### config.mk
export PLATFORM = sky130hd
export DESIGN_NAME = rx_byte_writer
export DESIGN_NICKNAME = d
export VERILOG_FILES = /design/src/rtl/rx_byte_writer.sv
export SDC_FILE = /design/constraint.sdc
export NUM_CORES = 1
export LEC_CHECK = 0
export ABC_AREA = 1
export CAP_MARGIN = 20
export CELL_PAD_IN_SITES_DETAIL_PLACEMENT = 2
export CELL_PAD_IN_SITES_GLOBAL_PLACEMENT = 2
export CORE_UTILIZATION = 30
export DETAILED_ROUTE_END_ITERATION = 12
export GPL_TIMING_DRIVEN = 0
export PLACE_DENSITY_LB_ADDON = 0.1
export SETUP_SLACK_MARGIN = 0.4
export SYNTH_ARGS = -nofsm -noshare
export SYNTH_HDL_FRONTEND = slang
export SYNTH_SLANG_ARGS = --single-unit
### constraint.sdc
create_clock -name clk -period 2.6 [get_ports clk]
set_clock_uncertainty 0.1 [all_clocks]
set_input_delay 0.52 -clock clk [delete_from_list [all_inputs] [get_ports clk]]
set_output_delay 0.52 -clock clk [all_outputs]
set_load 0.005 [all_outputs]
### src/rtl/rx_byte_writer.sv
// rx_byte_writer: assembles LSB-first decoded bits into bytes after SYNC and
// writes them to a downstream FIFO, flagging overflow and partial-byte EOPs.
module rx_byte_writer #(
    parameter int                   BUS_WIDTH    = 8,
    parameter logic [BUS_WIDTH-1:0] SYNC_PATTERN = 8'h80,
    parameter int                   MAX_BYTES    = 1023
) (
    input  logic                 clk,
    input  logic                 n_rst,
    input  logic                 clear,
    input  logic                 bit_valid,
    input  logic                 d_bit,
    input  logic                 eop,
    input  logic                 fifo_full,
    output logic                 w_enable,
    output logic [BUS_WIDTH-1:0] data_o,
    output logic [9:0]           byte_cnt,
    output logic                 pkt_done,
    output logic                 rx_error,
    output logic                 busy
);
    typedef enum logic [1:0] {IDLE, DATA, ERR} state_t;
    localparam logic [2:0] LAST  = 3'(BUS_WIDTH - 1);
    localparam logic [9:0] MAX_C = 10'(MAX_BYTES);
    state_t               state_q, state_d;
    logic [BUS_WIDTH-1:0] shift_q, shift_d, data_q, data_d, shifted;
    logic [2:0]           bit_cnt_q, bit_cnt_d;
    logic [9:0]           byte_cnt_q, byte_cnt_d;
    logic                 wen_q, wen_d, done_q, done_d, err_q, err_d, take_bit;
    // eop wins over a coincident bit, so that bit never enters the shifter
    assign take_bit = bit_valid && !eop;
    assign shifted  = {d_bit, shift_q[BUS_WIDTH-1:1]};
    always_comb begin
        state_d    = state_q;
        shift_d    = take_bit ? shifted : shift_q;
        bit_cnt_d  = bit_cnt_q;
        byte_cnt_d = byte_cnt_q;
        data_d     = data_q;
        wen_d      = 1'b0;
        done_d     = 1'b0;
        err_d      = err_q;
        if (clear) begin
            state_d    = IDLE;
            shift_d    = '0;
            bit_cnt_d  = '0;
            byte_cnt_d = '0;
            err_d      = 1'b0;
        end else begin
            case (state_q)
                IDLE: if (take_bit && shifted == SYNC_PATTERN) begin
                    state_d    = DATA;
                    bit_cnt_d  = '0;
                    byte_cnt_d = '0;
                    err_d      = 1'b0;
                end
                DATA: if (eop) begin
                    state_d = IDLE;
                    done_d  = bit_cnt_q == 3'd0;
                    err_d   = err_q || bit_cnt_q != 3'd0;
                end else if (take_bit) begin
                    bit_cnt_d = bit_cnt_q + 3'd1;
                    if (bit_cnt_q == LAST) begin
                        if (fifo_full || byte_cnt_q == MAX_C) begin
                            state_d = ERR;
                            err_d   = 1'b1;
                        end else begin
                            wen_d      = 1'b1;
                            data_d     = shifted;
                            byte_cnt_d = byte_cnt_q + 10'd1;
                        end
                    end
                end
                ERR: state_d = eop ? IDLE : ERR;
                default: state_d = IDLE;
            endcase
        end
    end
    always_ff @(posedge clk or negedge n_rst) begin
        if (!n_rst) begin
            state_q    <= IDLE;
            shift_q    <= '0;
            bit_cnt_q  <= '0;
            byte_cnt_q <= '0;
            data_q     <= '0;
            wen_q      <= 1'b0;
            done_q     <= 1'b0;
            err_q      <= 1'b0;
        end else begin
            state_q    <= state_d;
            shift_q    <= shift_d;
            bit_cnt_q  <= bit_cnt_d;
            byte_cnt_q <= byte_cnt_d;
            data_q     <= data_d;
            wen_q      <= wen_d;
            done_q     <= done_d;
            err_q      <= err_d;
        end
    end
    assign w_enable = wen_q;
    assign data_o   = data_q;
    assign byte_cnt = byte_cnt_q;
    assign pkt_done = done_q;
    assign rx_error = err_q;
    assign busy     = state_q != IDLE;
endmodule

After elaboration in Yosys (flattened, before gate mapping)
Cells that the tools add are included.
{"block": "classes", "n_addsub": 2, "n_eq_ne": 13, "muxes": 38, "bitwise": 3, "reduce_logical": 16}
{"operator": "$mux W10", "n": 6}
{"operator": "$pmux W10 S2", "n": 1}
{"operator": "$mux W8", "n": 2}
{"operator": "$mux W1", "n": 15}
{"operator": "$ne A3 B3 Y1 const B", "n": 5}
{"operator": "$mux W2", "n": 7}
{"operator": "$mux W3", "n": 4}
{"operator": "$ne A4 B4 Y1 const B", "n": 3}
{"operator": "$reduce_and A6 Y1", "n": 2}
{"operator": "$add A10 B1 Y10 const B", "n": 1}
{"operator": "$eq A10 B10 Y1 const B", "n": 1}
{"operator": "$eq A8 B8 Y1 const B", "n": 1}
{"operator": "$reduce_and A4 Y1", "n": 2}
{"operator": "$pmux W2 S3", "n": 1}
{"operator": "$pmux W3 S2", "n": 1}
{"operator": "$reduce_bool A3 Y1", "n": 2}
{"operator": "$reduce_and A5 Y1", "n": 1}
{"operator": "$reduce_bool A2 Y1", "n": 2}
{"operator": "$add A3 B1 Y3 const B", "n": 1}
{"operator": "$eq A3 B3 Y1 const B", "n": 1}
{"operator": "$logic_not A3 Y1", "n": 1}
{"operator": "$not A1 Y1", "n": 3}
{"operator": "$eq A2 B1 Y1 const B", "n": 1}
{"operator": "$eq A2 B2 Y1 const B", "n": 1}
{"operator": "5 further kinds", "n": 7}
{"block": "word_totals", "register_bits": 34, "inputBits": 7, "output_inout_bits": 22, "elab_cells": 80}

Depth between registers and ports, before layout
Gate-level depths: netlist of run 1.
{"block": "depth", "ltp_word": 8, "mapped_depth": 11, "depth_no_buf": 10}

Worst setup path after synthesis of run 1
OpenSTA, ideal clock, no wires.
{"block": "synth_timing", "path_kind": "register to register", "from": "register state_q[1]", "to": "register byte_cnt_q[1] (netlist: byte_cnt[1])", "setup_ps": 117, "arrival_time_ps": 1369, "t_required_ps": 2383, "slack_ps": 1013, "path_stages_with_launch": 11, "path_buffers": 1, "synth_period_minus_slack_ps": 1587, "cell_sequence": "dfrtp_1 inv_1 ha_1 buf_4 inv_2 nor2_8 nand2_2 nand3_4 clkinv_2 nand3_1 nand2_1"}
{"block": "synth_via", "elab_chain_len": 3, "elab_cells_between_ends": 11, "cone_classes": "6 x eq/ne; 2 x mux; 3 x reduce/logical"}
{"element": "from (decl)", "line": "25", "rtl": "state_t state_q, state_d;"}
{"element": "from (signal assigned)", "line": "89", "rtl": "state_q <= state_d;"}
{"element": "$eq A2 B1 Y1 / $logic_not A2 Y1 (equally long branches)", "line": "49", "rtl": "case (state_q)"}
{"element": "$ne A3 B3 Y1 (no line) (tied with other cells)"}
{"element": "$reduce_and A6 Y1 (no line) / $mux W10 (equally long branches)"}
{"element": "to (signal assigned)", "line": "92", "rtl": "byte_cnt_q <= byte_cnt_d;"}
{"element": "to (decl)", "line": "28", "rtl": "logic [9:0] byte_cnt_q, byte_cnt_d;"}
Parallel ways exist; a longest one is shown, timed or not.
A chain may end at the register's enable or synchronous reset.

Final worst setup path of run 1
{"block": "layout_timing", "from": "input port eop", "to": "register byte_cnt_q[0] (netlist: byte_cnt[0])"}
{"block": "layout_via", "elab_chain_len": 5, "elab_cells_between_ends": 7, "cone_classes": "3 x eq/ne; 4 x reduce/logical"}
{"element": "from (decl)", "line": "13", "rtl": "input logic eop,"}
{"element": "$logic_not A1 Y1", "line": "31", "rtl": "assign take_bit = bit_valid && !eop;"}
{"element": "$logic_and A1 B1 Y1", "line": "31"}
{"element": "$logic_and A1 B1 Y1", "line": "50", "rtl": "IDLE: if (take_bit && shifted == SYNC_PATTERN) begin"}
{"element": "$ne A3 B3 Y1 (no line)"}
{"element": "$reduce_and A6 Y1 (no line) *"}
Every way passes the cells marked *; elsewhere a longest branch is shown, timed or not.

==> results.md, run 1 <==
- Setup-failing EPs final: 0
- Via count: 1644
- Final hold vios: 0
- DP Area: 2220 µm²
- Layout overhead on the synthesized area: 26.6%
- WP data required: 2.68 ns
- TNS Setup: 0 ns
- CORE AREA: 5960 µm²
- Die Area: 6500 µm²
- Reg2Reg Setup Slack: 0.72 ns
- Setup CP Type: input port to register
- Commonest cells after routing, fill and taps aside: 61 x nand2_1, 33 x dfrtp_1, 26 x clkdlybuf4s50_1
- Final GP Congestion: 0.708
- Post-Syn Area per Cell: 8.10 µm²
- CTS max path bufs: 2
- CTS sink cnt: 33
- Max frequency: 0.493 GHz
- Routed WL: 5090 µm
- Worst setup SP type: input port
- Int Pwr: 1020 µW
- Post-DRT Antenna Nets: 0
- Slew Limit Fails: 0
- Antenna cell count: 0
- Logic pwr share: 31.3%
- DR WL/cell: 14.9 µm
- Async set-or-reset flop fraction in the synthesized netlist: 100%
- Pwr/cell area: 680 nW/µm²
- Share of cells above drive strength 1: 16.5%
- Crit path arrival time: 2.11 ns
- GRT Total Usage: 18.0%
- DPL Wire Length: 3650 µm
- Slew headroom: 45.3%
- Yosys cell types: 31
- First-pass GRT wire length: 8690 µm
- Vias in the first global route: 1793
- Clock slew at reported path FFs: 0.07 ns
- Status: finished, final reports clean
- P_leak: 0.00112 µW
- Most used DFF post-synth: dfrtp_1
- Switching pwr: 581 µW
- Area of the multi-input gates: 861 µm²
- Crit. End Element: register
- Initial antenna violation count: 0
- Slew @ Worst Pin: 0.820 ns
- IO Count: 29
- CTS root buffer: clkbuf_8
- #FFs+latches synth: 33
- Initial Util: 31.2%
- Grt ovf: 0
- Peak fanout along the critical path: 10
- Synth Cell Area: 1860 µm²
- Commonest non-fill, non-tap cell in the layout: nand2_1
- Final Critical Period: 2.03 ns
- Layout Nets: 279
- Register Area: 826 µm²
- 1st-iter DRT viols: 16
- Sw Ratio: 36.4%
- DRT Pass-1 Iters: 3
- Num CTS Buffers: 5
- CTS tree: yes
- Clk_lat worst skew: 0.29 ns
- Pin count of the biggest net entering global routing: 34
- Pre-CTS setup slack: 0.227 ns
- RSZ-0062 raised after global routing: no
- Clk network pwr share: 31.8%
- Worst VDD drop: 0.360 mV
- Die height: 80.6 µm
- Fill cell count: 713
- Row Count: 28
- DR DRC count: 0
- Die Span X: 80.6 µm
- PortBufs: 28
- Reg power frac: 36.8%
- Sequential area share after synthesis: 44.5%
- Post-synth EDFFs: 0
- Synthesized instance count: 229
- Tcrit/Tclk final: 78.1%
- Number of synthesis warnings: 0
- Worst setup margin: 0.570 ns
- DR vias/cell: 4.82
- Final instance area: 2350 µm²
- Worst min-delay path category: input port to asynchronous set/reset pin
- Hold_ws: 0.221 ns
- Max_cap viols: 0
- Syn Nets: 243
- H-tree depth: 2
==> routing by layer <==
layer	routed length [µm]	GRT usage (%)	vias to the layer above
met5	0	0	-
met4	74	5.89	0
met3	122	3.75	5
met1	2230	20.9	819
met2	2660	32.5	18
li1	-	-	802
==> power by group through the flow <==
stage | sequential [µW] | clock (µW) | combinational, µW
2_1_floorplan | 593 | 0 | 319
3_3_place_gp | 602 | 0 | 493
3_5_place_dp | 602 | 0 | 503
4_1_cts | 589 | 529 | 520
5_1_grt | 594 | 543 | 568
6_report | 589 | 508 | 501
==> repair_timing <==
item	4_1_cts	5_1_grt
resized for setup	0	1
hold buffers	0	0
hold endpoints to repair	0	0
buffers inserted	1	0
setup endpoints to repair	1	1
==> critical path, cell delays in order <==
cell	delay, ns
clkdlybuf4s50_1	0.43
inv_2	0.12
nand2_2	0.09
nor2_1	0.10
nand3_1	0.15
a21oi_2	0.23
nand3_2	0.26
nand2_1	0.14
nand2_1	0.05
==> layout make-up <==
cell class                 instances  share of cell area (%)
sequential                        33                    35.1
clock buffer                       5                    2.93
tap                               75                    3.99
buffer                             5                    1.86
timing repair buffer              29                    12.1
multi-input combinational        158                    36.6
inverter                          33                    5.32
clock inverter                     3                    1.97
==> synth_stat cells (all sizes together) (2+ instances only) <==
cell / count / area (µm²)
ha: 7 / 87.6
o21bai: 3 / 22.5
o21ai: 11 / 58.8
buf: 5 / 43.8
inv: 31 / 116
a21oi: 3 / 18.8
nand2: 67 / 267
nor2: 21 / 108
o22ai: 7 / 43.8
nand3: 29 / 190
dfrtp: 33 / 826
nor3: 4 / 25.0
clkinv: 2 / 8.75
nand4: 3 / 18.8
==> worst paths after layout <==
| check | from | endpoint | depth (start not counted) |
|---|---|---|---|
| setup / recovery | eop | byte_cnt[0] | 9 |
| hold / removal | n_rst | byte_cnt[9] | 1 |
| setup reg to reg | state_q[0] | byte_cnt[0] | 9 |
| hold reg to reg | data_o[2] | data_o[2] | 2 |
| max in group asynchronous | n_rst | byte_cnt[1] | 1 |
| min in group clk | data_o[2] | data_o[2] | 2 |
==> through the flow <==
stage          util (%)  total power, µW  instances
5_1_grt            39.5             1700        341
6_report           39.5             1600        341
3_5_place_dp       37.4             1110        332
4_1_cts            39.4             1640        341
2_1_floorplan         -              912        229
3_3_place_gp       37.4             1090        332
==> sequential cells by signal, indices dropped and copies added (netlist names) <==
register and cells:
w_enable 1, shift_q 7, rx_error 1, pkt_done 1, state_q 2, data_o 8
byte_cnt 10, bit_cnt_q 3
==> cells by family (layout without fill, tap and decap cells) <==
| group | count (synthesis) | count (layout) | share of synthesized area [%] |
|---|---|---|---|
| flip-flops | 33 | 33 | 44.5 |
| AO/OA/AOI/OAI | 24 | 24 | 7.75 |
| XOR/XNOR | 1 | 1 | 0.472 |
| buffers and inverters | 38 | 75 | 9.10 |
| adder cells (fa/ha/maj) | 7 | 7 | 4.72 |
| AND/OR/NAND/NOR | 126 | 126 | 33.4 |
No activity file was read; power rests on OpenSTA's default activity.
==> run 2, diff against run 1 <==
--- a/config.mk
+++ b/config.mk
@@ -9,7 +9,7 @@
 export CAP_MARGIN = 20
 export CELL_PAD_IN_SITES_DETAIL_PLACEMENT = 2
 export CELL_PAD_IN_SITES_GLOBAL_PLACEMENT = 2
-export CORE_UTILIZATION = 30
+export CORE_UTILIZATION = 28
 export DETAILED_ROUTE_END_ITERATION = 12
 export GPL_TIMING_DRIVEN = 0
 export PLACE_DENSITY_LB_ADDON = 0.1
==> constraint.sdc (replaced) <==
create_clock -name clk -period 1.85 [get_ports clk]
set_clock_uncertainty 0.1 [all_clocks]
set_input_delay 0.37 -clock clk [delete_from_list [all_inputs] [get_ports clk]]
set_output_delay 0.37 -clock clk [all_outputs]
set_load 0.005 [all_outputs]
==> run 2 against run 1 <==
Routed wire length up 72%. Sequential share of layout area fell by 9.2 points. Sequential cell count is the same.
==> results.md, run 2 (synthesis gave the netlist of run 1 again) <==
- Worst stage delay on the critical path: 0.37 ns
- Tot Pwr: 3090 µW
- First-pass GRT wire length: 11700 µm
- CTS max path bufs: 2
- Die Area: 6960 µm²
- Layout Nets: 340
- Grt ovf: 0
- Via count: 2073
- Antenna cell count: 0
- Register Area: 832 µm²
- DRT Pass-1 Iters: 4
- TNS Setup: 0 ns
- Die Span X: 83.4 µm
- 1st-iter DRT viols: 63
- Commonest non-fill, non-tap cell in the layout: nand2_1
- Final Critical Period: 1.77 ns
- Setup-failing EPs final: 0
- Area of the multi-input gates: 1150 µm²
- Crit-path cells: ha_1, ha_2, inv_1, nor2_4, nand3_4, buf_12, buf_8, o21ai_2
- Initial Util: 29.1%
- Routed WL: 8780 µm
- DR DRC count: 0
- Worst path buffer plus inverter count: 3
- Vias in the first global route: 2119
- Initial antenna violation count: 0
- Commonest cells after routing, fill and taps aside: 50 x nand2_1, 47 x buf_4, 28 x dfrtp_1
- PortBufs: 28
- Max frequency: 0.566 GHz
- Max_cap viols: 0
- IO Count: 29
- Tcrit/Tclk final: 95.5%
- Status: finished, final reports clean
- WP data required: 1.97 ns
- DPL Wire Length: 3740 µm
- Crit. End Element: register
- Final hold vios: 0
- Pin count of the biggest net entering global routing: 34
- Top Family by Delay on Critical Path: adder cells
- R2r worst-path depth: 8
- Slew Limit Fails: 0
- Die height: 83.4 µm
- Worst setup margin: 0.0840 ns
- Row Count: 29
- Worst setup SP type: register
- Worst VDD drop: 0.448 mV
- Pwr/cell area: 962 nW/µm²
- Worst min-delay path category: input port to asynchronous set/reset pin
- CTS root buffer: clkbuf_8
- P_leak: 0.00160 µW
- RSZ-0062 raised after global routing: yes
- GRT Total Usage: 21.9%
- CP Depth: 8
- Share of cells above drive strength 1: 50.5%
- DR WL/cell: 21.7 µm
- Placed instance count: 334
- Fill cell count: 685
- Setup CP Type: register to register
- Pre-CTS setup slack: -0.410 ns
- Non-Filler Instances: 404
- H-tree depth: 2
- Slew @ Worst Pin: 0.844 ns
- DR vias/cell: 5.13
- Slowest-stage cell, CP: dfrtp_1
- Post-DRT Antenna Nets: 0
- Peak fanout along the critical path: 5
- Num CTS Buffers: 5
- CTS sink cnt: 33
- CTS tree: yes
- Slew headroom: 43.7%
- Clk_lat worst skew: 0.31 ns
- Final GP Congestion: 0.727
- Crit path arrival time: 1.89 ns
- CORE AREA: 6390 µm²
- Max FFs per register: 10
- Clock slew at reported path FFs: 0.08 ns
- Hold_ws: 0.0534 ns
- Layout overhead on the synthesized area: 73.0%
run 2: repair_timing:
item,CTS,global route
setup buffers,39,20
endpoints found under the hold margin,0,0
gates resized for setup,94,40
cloned,3,0
pin swaps,24,11
hold buffers,0,0
endpoints found under the setup margin,55,42
run 2: worst paths after layout:
check / from / endpoint / slack [ns]
max: bit_cnt_q[1] / data_o[3] / 0.08
min: n_rst / data_o[0] / 0.05
max reg2reg: bit_cnt_q[1] / data_o[3] / 0.08
min reg2reg: data_o[4] / data_o[4] / 0.42
max in group asynchronous: n_rst / byte_cnt[5] / 1.00
min in group clk: data_o[4] / data_o[4] / 0.42
run 2: final cells by class:
type / instances / area share, %
inverters: 33 / 4.48
well taps: 77 / 3.00
plain buffers: 5 / 2.07
clock inverters: 3 / 1.44
repair inverters: 1 / 0.273
flip-flops and latches: 33 / 25.9
clock buffers: 5 / 2.14
repair buffers: 88 / 24.7
multi-input cells: 159 / 36.0
run 2: through the flow:
step	area, µm²	utilization, %
final	3210	50.3
after global routing	3210	50.3
after CTS	2940	46.1
after detailed placement	2250	35.3
after global placement	2260	35.3
after floorplan	1880	-
run 2: layer usage:
layer	up-vias	global-route usage (%)	part of all wire [%]
met2	58	37.0	50
met3	29	3.98	3.2
met4	0	8.31	4.6
met1	1055	27.6	42
met5	-	0	0
li1	931	-	-
run 2: power breakdown:
group,total [µW],switching [µW],internal (µW)
Combinational,1530,877,652
Clock,729,326,403
Sequential,830,51.7,778
==> run 3, diff against run 2 <==
--- a/config.mk
+++ b/config.mk
@@ -5,11 +5,10 @@
 export SDC_FILE = /design/constraint.sdc
 export NUM_CORES = 1
 export LEC_CHECK = 0
-export ABC_AREA = 1
 export CAP_MARGIN = 20
 export CELL_PAD_IN_SITES_DETAIL_PLACEMENT = 2
 export CELL_PAD_IN_SITES_GLOBAL_PLACEMENT = 2
-export CORE_UTILIZATION = 28
+export CORE_UTILIZATION = 30
 export DETAILED_ROUTE_END_ITERATION = 12
 export GPL_TIMING_DRIVEN = 0
 export PLACE_DENSITY_LB_ADDON = 0.1
==> run 3 against run 2 <==
The run now ends with negative setup slack left. Combinational power is 87% lower. Setup slack worse by 0.24 ns. First-iteration DRC count is 44% lower. Clock power is 3.0% lower. Via count is 27% lower. Design area is 18% lower. Register-to-register slack worse by 0.24 ns. Sequential power is 12% lower. Area after synthesis is 5.5% lower. Core utilization is 3.2 points lower. Count of clock-buffer cells in the layout stayed put.
==> results.md, run 3 <==
- DPL Wire Length: 3220 µm
- Clk network pwr share: 43.0%
- Die height: 78.5 µm
- Non-Filler Instances: 305
- Final Critical Period: 2.01 ns
- Async set-or-reset flop fraction in the synthesized netlist: 100%
- Crit-path cells: ha_2, ha_4, or2b_4, a41oi_4, a2bb2oi_4, buf_6, nand3_2, mux2i_1
- Number of hold buffers added after cts: 0
- Commonest cells after routing, fill and taps aside: 29 x dfrtp_1, 28 x buf_4, 27 x nand2_1
- GRT Total Usage: 18.4%
- Vias in the first global route: 1655
- 1st-iter DRT viols: 35
- Setup CP Type: register to register
- Post-synth EDFFs: 0
- Post-synth top area share: 47.1%
- Reg power frac: 44.6%
- Antenna cell count: 0
- Row Count: 27
- Placed instance count: 263
- PortBufs: 28
- Layout overhead on the synthesized area: 49.6%
- Synthesized instance count: 163
- Worst stage delay on the critical path: 0.37 ns
- Yosys cell types: 40
- Number of synthesis warnings: 0
- Util after Layout: 47.1%
- Slew headroom: 46.6%
- Top Family by Delay on Critical Path: compound AO/OA/AOI/OAI gates
- Switching pwr: 424 µW
- Count leader, synth: dfrtp_1
- DP Area: 2180 µm²
- Reg2Reg Setup Slack: -0.16 ns
- Syn Nets: 177
- Slew @ Worst Pin: 0.801 ns
- Pin count of the biggest net entering global routing: 34
- #FFs+latches synth: 33
- Sw Ratio: 25.8%
- Crit Reg-Reg Startpoint: bit_cnt_q[1]
- Worst path buffer plus inverter count: 1
- Post-DRT Antenna Nets: 0
- CTS max path bufs: 2
- Crit. End Element: register
- Routed WL: 5130 µm
- Post-synth top area cell: dfrtp_1
- Initial antenna violation count: 0
- Worst setup SP type: register
- Int Pwr: 1220 µW
- Worst VDD drop: 0.376 mV
- Synth Cell Area: 1750 µm²
- Status: finished, violations left
- Pwr/cell area: 627 nW/µm²
- Layout Nets: 246
- Share of cells above drive strength 1: 42.1%
- DR vias/cell: 4.96
- Die Span X: 78.5 µm
- Crit path arrival time: 2.09 ns
- Setup-failing EPs final: 20
- Clk_lat worst skew: 0.29 ns
- Via count: 1512
- Top cells by area, synth: dfrtp_1 47%, nand2_1 6.0%, ha_1 5.0%
- First-pass GRT wire length: 8510 µm
- Logic pwr share: 12.4%
- R2r worst-path depth: 8
- RSZ-0062 raised after global routing: yes
- DR DRC count: 0
- Clock slew at reported path FFs: 0.08 ns
- Final hold vios: 0
- Slew Limit Fails: 0
- CORE AREA: 5570 µm²
- Failing checks: negative setup slack
- DR WL/cell: 16.8 µm
- Max frequency: 0.498 GHz
- CTS sink cnt: 33
- Synth top cells by count: 33 x dfrtp_1, 28 x nand2_1, 10 x a21oi_1
- Commonest non-fill, non-tap cell in the layout: dfrtp_1
- Most used DFF post-synth: dfrtp_1
- Die Area: 6160 µm²
- Max FFs per register: 10
- Worst setup margin: -0.159 ns
- H-tree depth: 2
- Final GP Congestion: 0.732
- Initial Util: 31.5%
- Num CTS Buffers: 5
- IO Count: 29
- Hold_ws: 0.0651 ns
- Final instance area: 2620 µm²
- Reg2reg end: byte_cnt[8]
- Tcrit/Tclk final: 109%
- Peak fanout along the critical path: 7
- WP data required: 1.93 ns
- P_leak: 0.00128 µW
- CTS root buffer: clkbuf_8
- Tot Pwr: 1640 µW
- CTS tree: yes
- Sequential area share after synthesis: 47.1%
- Slowest-stage cell, CP: dfrtp_1
- DRT Pass-1 Iters: 4
- Max_cap viols: 0
- Grt ovf: 0
- Worst min-delay path category: input port to asynchronous set/reset pin
- Post-Syn Area per Cell: 10.8 µm²
[run 3: changes by cell type after synthesis, sizes merged, moves of 4 or more]
cell / delta
nand2b: +5
nor2: -18
a21oi: +7
o21ai: -7
o22ai: -7
and3: +4
mux2: +8
nand2: -39
nand3: -22
inv: -23
mux2i: +8
[run 3: cells by family (layout without fill, tap and decap cells)]
logic type / after synthesis / count (layout) / synth area share, %
and+or+nand+nor: 69 / 70 / 22.3
buffers and inverters: 13 / 82 / 4.28
AOI/OAI and AO/OA: 25 / 25 / 11.6
DFF: 33 / 33 / 47.1
adders and majority gates: 7 / 7 / 4.99
muxes: 16 / 16 / 9.70
[run 3: how the worst max path moves through the flow]
stage          slack [ns]  depth (start not counted)     endpoint    startpoint
2_1_floorplan       -0.04                          8  byte_cnt[8]  bit_cnt_q[0]
3_3_place_gp        -0.58                          7  byte_cnt[3]           eop
3_5_place_dp        -0.69                          7  byte_cnt[4]           eop
4_1_cts             -0.17                          8  byte_cnt[8]  bit_cnt_q[1]
5_1_grt             -0.26                          8  byte_cnt[8]  bit_cnt_q[1]
6_report            -0.16                          8  byte_cnt[8]  bit_cnt_q[1]
[run 3: through the flow]
| stage | worst slack [ns] | setup TNS (ns) |
|---|---|---|
| 3_3_place_gp | -0.583 | -24.71 |
| 3_5_place_dp | -0.689 | -11.84 |
| 5_1_grt | -0.260 | -3.90 |
| 4_1_cts | -0.168 | -2.36 |
| 6_report | -0.159 | -2.19 |
| 2_1_floorplan | -0.0414 | -0.0501 |
[run 3: final cells by class]
type                    count  area [µm²]
fillers                   591        2950
multi-input cells         118         997
repair buffers             61         507
flip-flops and latches     33         831
clock inverters             3        46.3
plain buffers               5        48.8
clock buffers               5        68.8
well taps                  72        90.1
inverters                   8        35.0
[run 3: what timing repair did]
item / 4_1_cts / 5_1_grt
setup endpoints to repair: 51 / 32
gates cloned: 2 / 0
gates resized for setup: 74 / 11
pin swaps: 7 / 6
buffers inserted: 24 / 8
hold endpoints to repair: 0 / 0
[run 3: layer usage]
metal	GRT usage (%)	wire length [µm]	up-vias
met5	0	0	-
met4	5.00	40	0
met3	3.60	134	4
met2	33.6	2760	23
met1	21.7	2200	773
li1	-	-	712
[run 3: power by group through the flow]
stage | Combinational [µW] | Clock, µW | Sequential, µW
detailed placement | 156 | 0 | 748
floorplan | 89.2 | 0 | 747
finish | 204 | 707 | 733
global placement | 150 | 0 | 748
CTS | 197 | 732 | 733
global route | 223 | 770 | 734
==> RTL change 1, RTL diff (config.mk and constraints of run 3) <==
`BUS_WIDTH`: 8 -> 9.
--- a/src/rtl/rx_byte_writer.sv
+++ b/src/rtl/rx_byte_writer.sv
@@ -1,7 +1,7 @@
 // rx_byte_writer: assembles LSB-first decoded bits into bytes after SYNC and
 // writes them to a downstream FIFO, flagging overflow and partial-byte EOPs.
 module rx_byte_writer #(
-    parameter int                   BUS_WIDTH    = 8,
+    parameter int                   BUS_WIDTH    = 9,
     parameter logic [BUS_WIDTH-1:0] SYNC_PATTERN = 8'h80,
     parameter int                   MAX_BYTES    = 1023
 ) (
Interface: changed (resized data_o); port bits go from 29 to 30. No check against the original RTL was run, so the function may have changed too.
==> RTL change 1 against run 3 <==
  * The run still ends with negative setup slack left
  * Die area increased by 9.8%
  * Area after synthesis increased by 10%
  * Sequential cell count increased by 2
  * Routed wire length increased by 82%
  * Highest routed layer unchanged
  * Final area increased by 26%
  * Synthesized cell count increased by 13%
  * Cell count increased by 18%
  * Worst setup slack improved by 0.014 ns
Power is not compared: it rests on default switching activity, and its combinational part moved more than twofold at a synthesized area within 25%.
==> RTL change 1: results (changes against run 3) <==
crit path DAT=2.11 ns (+0.02 ns); Worst Setup SP=state_q[0]$_DFFE_PN0P_; placed cells=288 (+9.5%); Syn Nets=197 (+11%); Synth cell types=52 (+30%); Non-clock buffering overhead=25.9% (+4.8 points); final setup fails=22 (+10%); worst-path fanout max=6 (-1); post-synthesis sequential area ratio=45.4% (-1.7 points); Area after DPL=0.00235 mm^2 (+8.1%); clk cell area share=3.56% (-0.83 points); Adder-Cell Fraction of Synth Area=3.89% (-1.1 points); pre-CTS setup slack=-0.741 ns (-0.0519 ns); fin nets=296 (+20%); largest net degree at the start of global routing=36 (+5.9%); clk_buf instances=6 (+1); initial DRC count=121 (+250%); design area=0.00331 mm^2 (+26%); setup ws final=-0.145 ns (+0.0140 ns); cells resized by post-CTS repair=106 (+43%); Worst-Margin Slew=0.863 ns (+0.0620 ns); worst reg2reg startpoint=state_q[0]$_DFFE_PN0P_; setup tns final=-1.86 ns (+0.334 ns); Post-synth top cells=dfrtp_1, nand2_1, a21oi_1, inv_1, mux2_2; multi-input gates=133 (+13%); area of the multi-input gates=0.00131 mm^2 (+31%); Total Routing Usage GR=25.3% (+6.9 points); layout cells sized above 1=53.9% (+12 points); failing checks=negative setup slack; outcome=complete, but fails checks; Total Wirelength=9.34 mm (+82%); via count=2017 (+33%); post-DP HPWL=4.22 mm (+31%); sequential cells=35 (+6.1%)
## RTL change 1: cell count changes after synthesis, moves of 3 or more
cell	run 3	this run
a21o_1	0	4
a31oi_1	1	7
and3_1	4	1
clkbuf_1	1	4
inv_1	8	11
mux2i_1	8	4
nand2_1	28	25
o31ai_1	0	4
## RTL change 1: per-layer routing
metal	part of all wire [%]	vias up	GRT usage [%]
li1	-	888	-
met1	41	1058	30.1
met2	53	51	45.3
met3	3.5	20	3.96
met4	2.2	0	9.65
met5	0	-	0
## RTL change 1: final timing paths
kind / depth (start not counted) / endpoint / slack [ns]
worst max-delay path: 10 / byte_cnt[3]$_DFFE_PN0P_ / -0.14
worst min-delay path: 1 / data_o[6]$_DFFE_PN0P_ / 0.07
worst max register to register: 10 / byte_cnt[3]$_DFFE_PN0P_ / -0.14
worst min register to register: 1 / data_o[6]$_DFFE_PN0P_ / 0.41
max in group asynchronous: 1 / byte_cnt[7]$_DFFE_PN0P_ / 0.96
min in group clk: 1 / data_o[6]$_DFFE_PN0P_ / 0.41
==> RTL change 2, RTL diff (flow settings as in run 3) <==
Made on the original files. `shift_q` no longer has a reset.
--- a/src/rtl/rx_byte_writer.sv
+++ b/src/rtl/rx_byte_writer.sv
@@ -78,7 +78,6 @@
     always_ff @(posedge clk or negedge n_rst) begin
         if (!n_rst) begin
             state_q    <= IDLE;
-            shift_q    <= '0;
             bit_cnt_q  <= '0;
             byte_cnt_q <= '0;
             data_q     <= '0;
@@ -87,7 +86,6 @@
             err_q      <= 1'b0;
         end else begin
             state_q    <= state_d;
-            shift_q    <= shift_d;
             bit_cnt_q  <= bit_cnt_d;
             byte_cnt_q <= byte_cnt_d;
             data_q     <= data_d;
@@ -95,6 +93,10 @@
             done_q     <= done_d;
             err_q      <= err_d;
         end
+    end
+
+    always_ff @(posedge clk) begin
+        shift_q <= shift_d;
     end
     assign w_enable = wen_q;
     assign data_o   = data_q;
Check against the original RTL: not equivalent (a bounded check fails within 4 cycles, from zero or initial values and one cycle with n_rst low).
==> RTL change 2 against run 3 <==
  * The flow still finishes with violations (negative setup slack)
  * Area after synthesis shrank 4.9%
  * Worst setup slack got worse by 0.12 ns
  * Sequential cell count unchanged
  * Final area is 8.4% higher
  * Critical path depth fell by 1
  * Cell count up 2.3%
  * Routed wire length rose by 35%
Power is not compared: it rests on default switching activity, and its combinational part moved more than twofold at a synthesized area within 25%.
==> RTL change 2: results (changes against run 3) <==
outcome=complete, but fails checks; failing checks=negative setup slack; max reg flops=10 (unchanged); First-pass DRT Iterations=4 (unchanged); Post-synth top cells=dfrtp_1, nand2_1, a21oi_1; worst skew pair latency=0.29 ns (about the same); Final GP Congestion=0.767 (+4.7%); Adder-Cell Fraction of Synth Area=5.25% (+0.25 points); fill count=521 (-12%); post-synthesis mux area share=6.75% (-3.0 points); Port Buffers=28 (unchanged); worst-path fanout max=5 (-2); placed cells=257 (-2.3%); Ant. Diodes=0 (unchanged); setup ws final=-0.277 ns (-0.118 ns); Area after DPL=0.00216 mm^2 (-0.69%); Pleak=~1.3 nW; Slew headroom=56.9% (+10 points); final setup fails=22 (+10%); Syn Nets=172 (-2.8%); Compound-Gate Fraction of Synth Area=14.4% (+2.8 points); layout cells sized above 1=55.0% (+13 points); Via-to-Cell Ratio=5.12 (+3.3%); Synth Area in XOR/XNOR=0% (unchanged); switching share of power=33.8%; largest net degree at the start of global routing=17 (-50%); pre-CTS setup slack=-0.793 ns (-0.104 ns); setup tns final=-4.49 ns (-2.30 ns); via count=1597 (+5.6%); Synth cell types=41 (+2.5%); first-pass GRT wire length=10.1 mm (+19%); initial antenna violation count=0 (unchanged); Synth Instances=158 (-3.1%); clock-pin transition on the worst setup and hold timing paths=0.07 ns; total CTS buffers=5 (unchanged); H-tree Lvls=2 (unchanged); synth top area cells=dfrtp_1, dfxtp_1, mux2_2, ha_1, a21oi_1; Total Routing Usage GR=23.2% (+4.8 points); post-DP HPWL=3.35 mm (+4.0%); number of global-route vias before repair=1788 (+8.0%); post-synthesis sequential area ratio=47.4% (+0.30 points); wire length per cell=22.1 um (+32%); crit path DAT=2.25 ns (+0.16 ns); initial DRC count=64 (+83%); maximum vdd drop=0.000675 V; Ys Warns=0 (unchanged); CTS root buf=clkbuf_8; asr flop ratio synth=78.8% (-21 points)
[RTL change 2: cell count changes in the layout (fill, tap and decap cells not counted), sizes merged, moves of 3 or more]
cell           delta
nand2b            -4
dfrtp             -7
or3               +8
o21ai             +6
a21oi             +7
buf              +13
nand2             -7
dfxtp             +7
clkdlybuf4s15     -5
clkdlybuf4s50     +3
mux2i             -8
[RTL change 2: worst paths after layout]
kind	from	cells past startpoint	endpoint	slack [ns]
min in group clk	eop	4	state_q[1]$_DFFE_PN0P_	0.38
max in group asynchronous	n_rst	2	byte_cnt[0]$_DFFE_PN0P_	0.75
min	n_rst	1	byte_cnt[3]$_DFFE_PN0P_	0.38
min reg2reg	data_o[1]$_DFFE_PN0P_	1	data_o[1]$_DFFE_PN0P_	0.40
max	bit_cnt_q[0]$_DFFE_PN0P_	7	byte_cnt[4]$_DFFE_PN0P_	-0.28
max reg2reg	bit_cnt_q[0]$_DFFE_PN0P_	7	byte_cnt[4]$_DFFE_PN0P_	-0.28
[RTL change 2: metal layers]
| layer | share of wire, % | GRT usage [%] | vias to the layer above |
|---|---|---|---|
| li1 | - | - | 744 |
| met5 | 0 | 0 | - |
| met1 | 41 | 25.6 | 814 |
| met3 | 2.8 | 5.03 | 10 |
| met2 | 55 | 43.7 | 29 |
| met4 | 2.2 | 7.12 | 0 |
[RTL change 2: what timing repair did]
item,CTS,global route
resized for setup,93,30
gates cloned,2,0
buffers inserted,35,10
endpoints found under the setup margin,54,42
pin swaps,17,12
[RTL change 2: cells by family after synthesis]
logic type,count (synthesis)
AO/OA/AOI/OAI,37
adder cells (fa/ha/maj),7
AND/OR/NAND/NOR,60
flip-flops,33
multiplexers,10
buffers and inverters,11
[RTL change 2: worst max-delay path: stages (launching register included)]
cell       delay [ns]
dfrtp_1          0.37
ha_2             0.20
ha_4             0.13
or2b_4           0.27
a41oi_4          0.28
o2bb2ai_4        0.13
or3_4            0.40
a21oi_4          0.16
[RTL change 2: power groups by stage]
stage,combinational (mW),clock (mW),sequential [mW]
finish,0.871,0.538,0.770
global route,0.920,0.590,0.772
CTS,0.644,0.562,0.766
detailed placement,0.434,0,0.788
global placement,0.404,0,0.785
floorplan,0.266,0,0.785
[RTL change 2: final cells by class]
type	instances	area (um^2)	area share, %
clock inverter	2	10.0	0.352
tap	70	87.6	3.08
multi-input combinational	116	1100	38.7
buffer	4	45.0	1.58
timing repair buffer	74	703	24.7
inverter	7	28.8	1.01
sequential	33	796	28.0
clock buffer	6	72.6	2.55
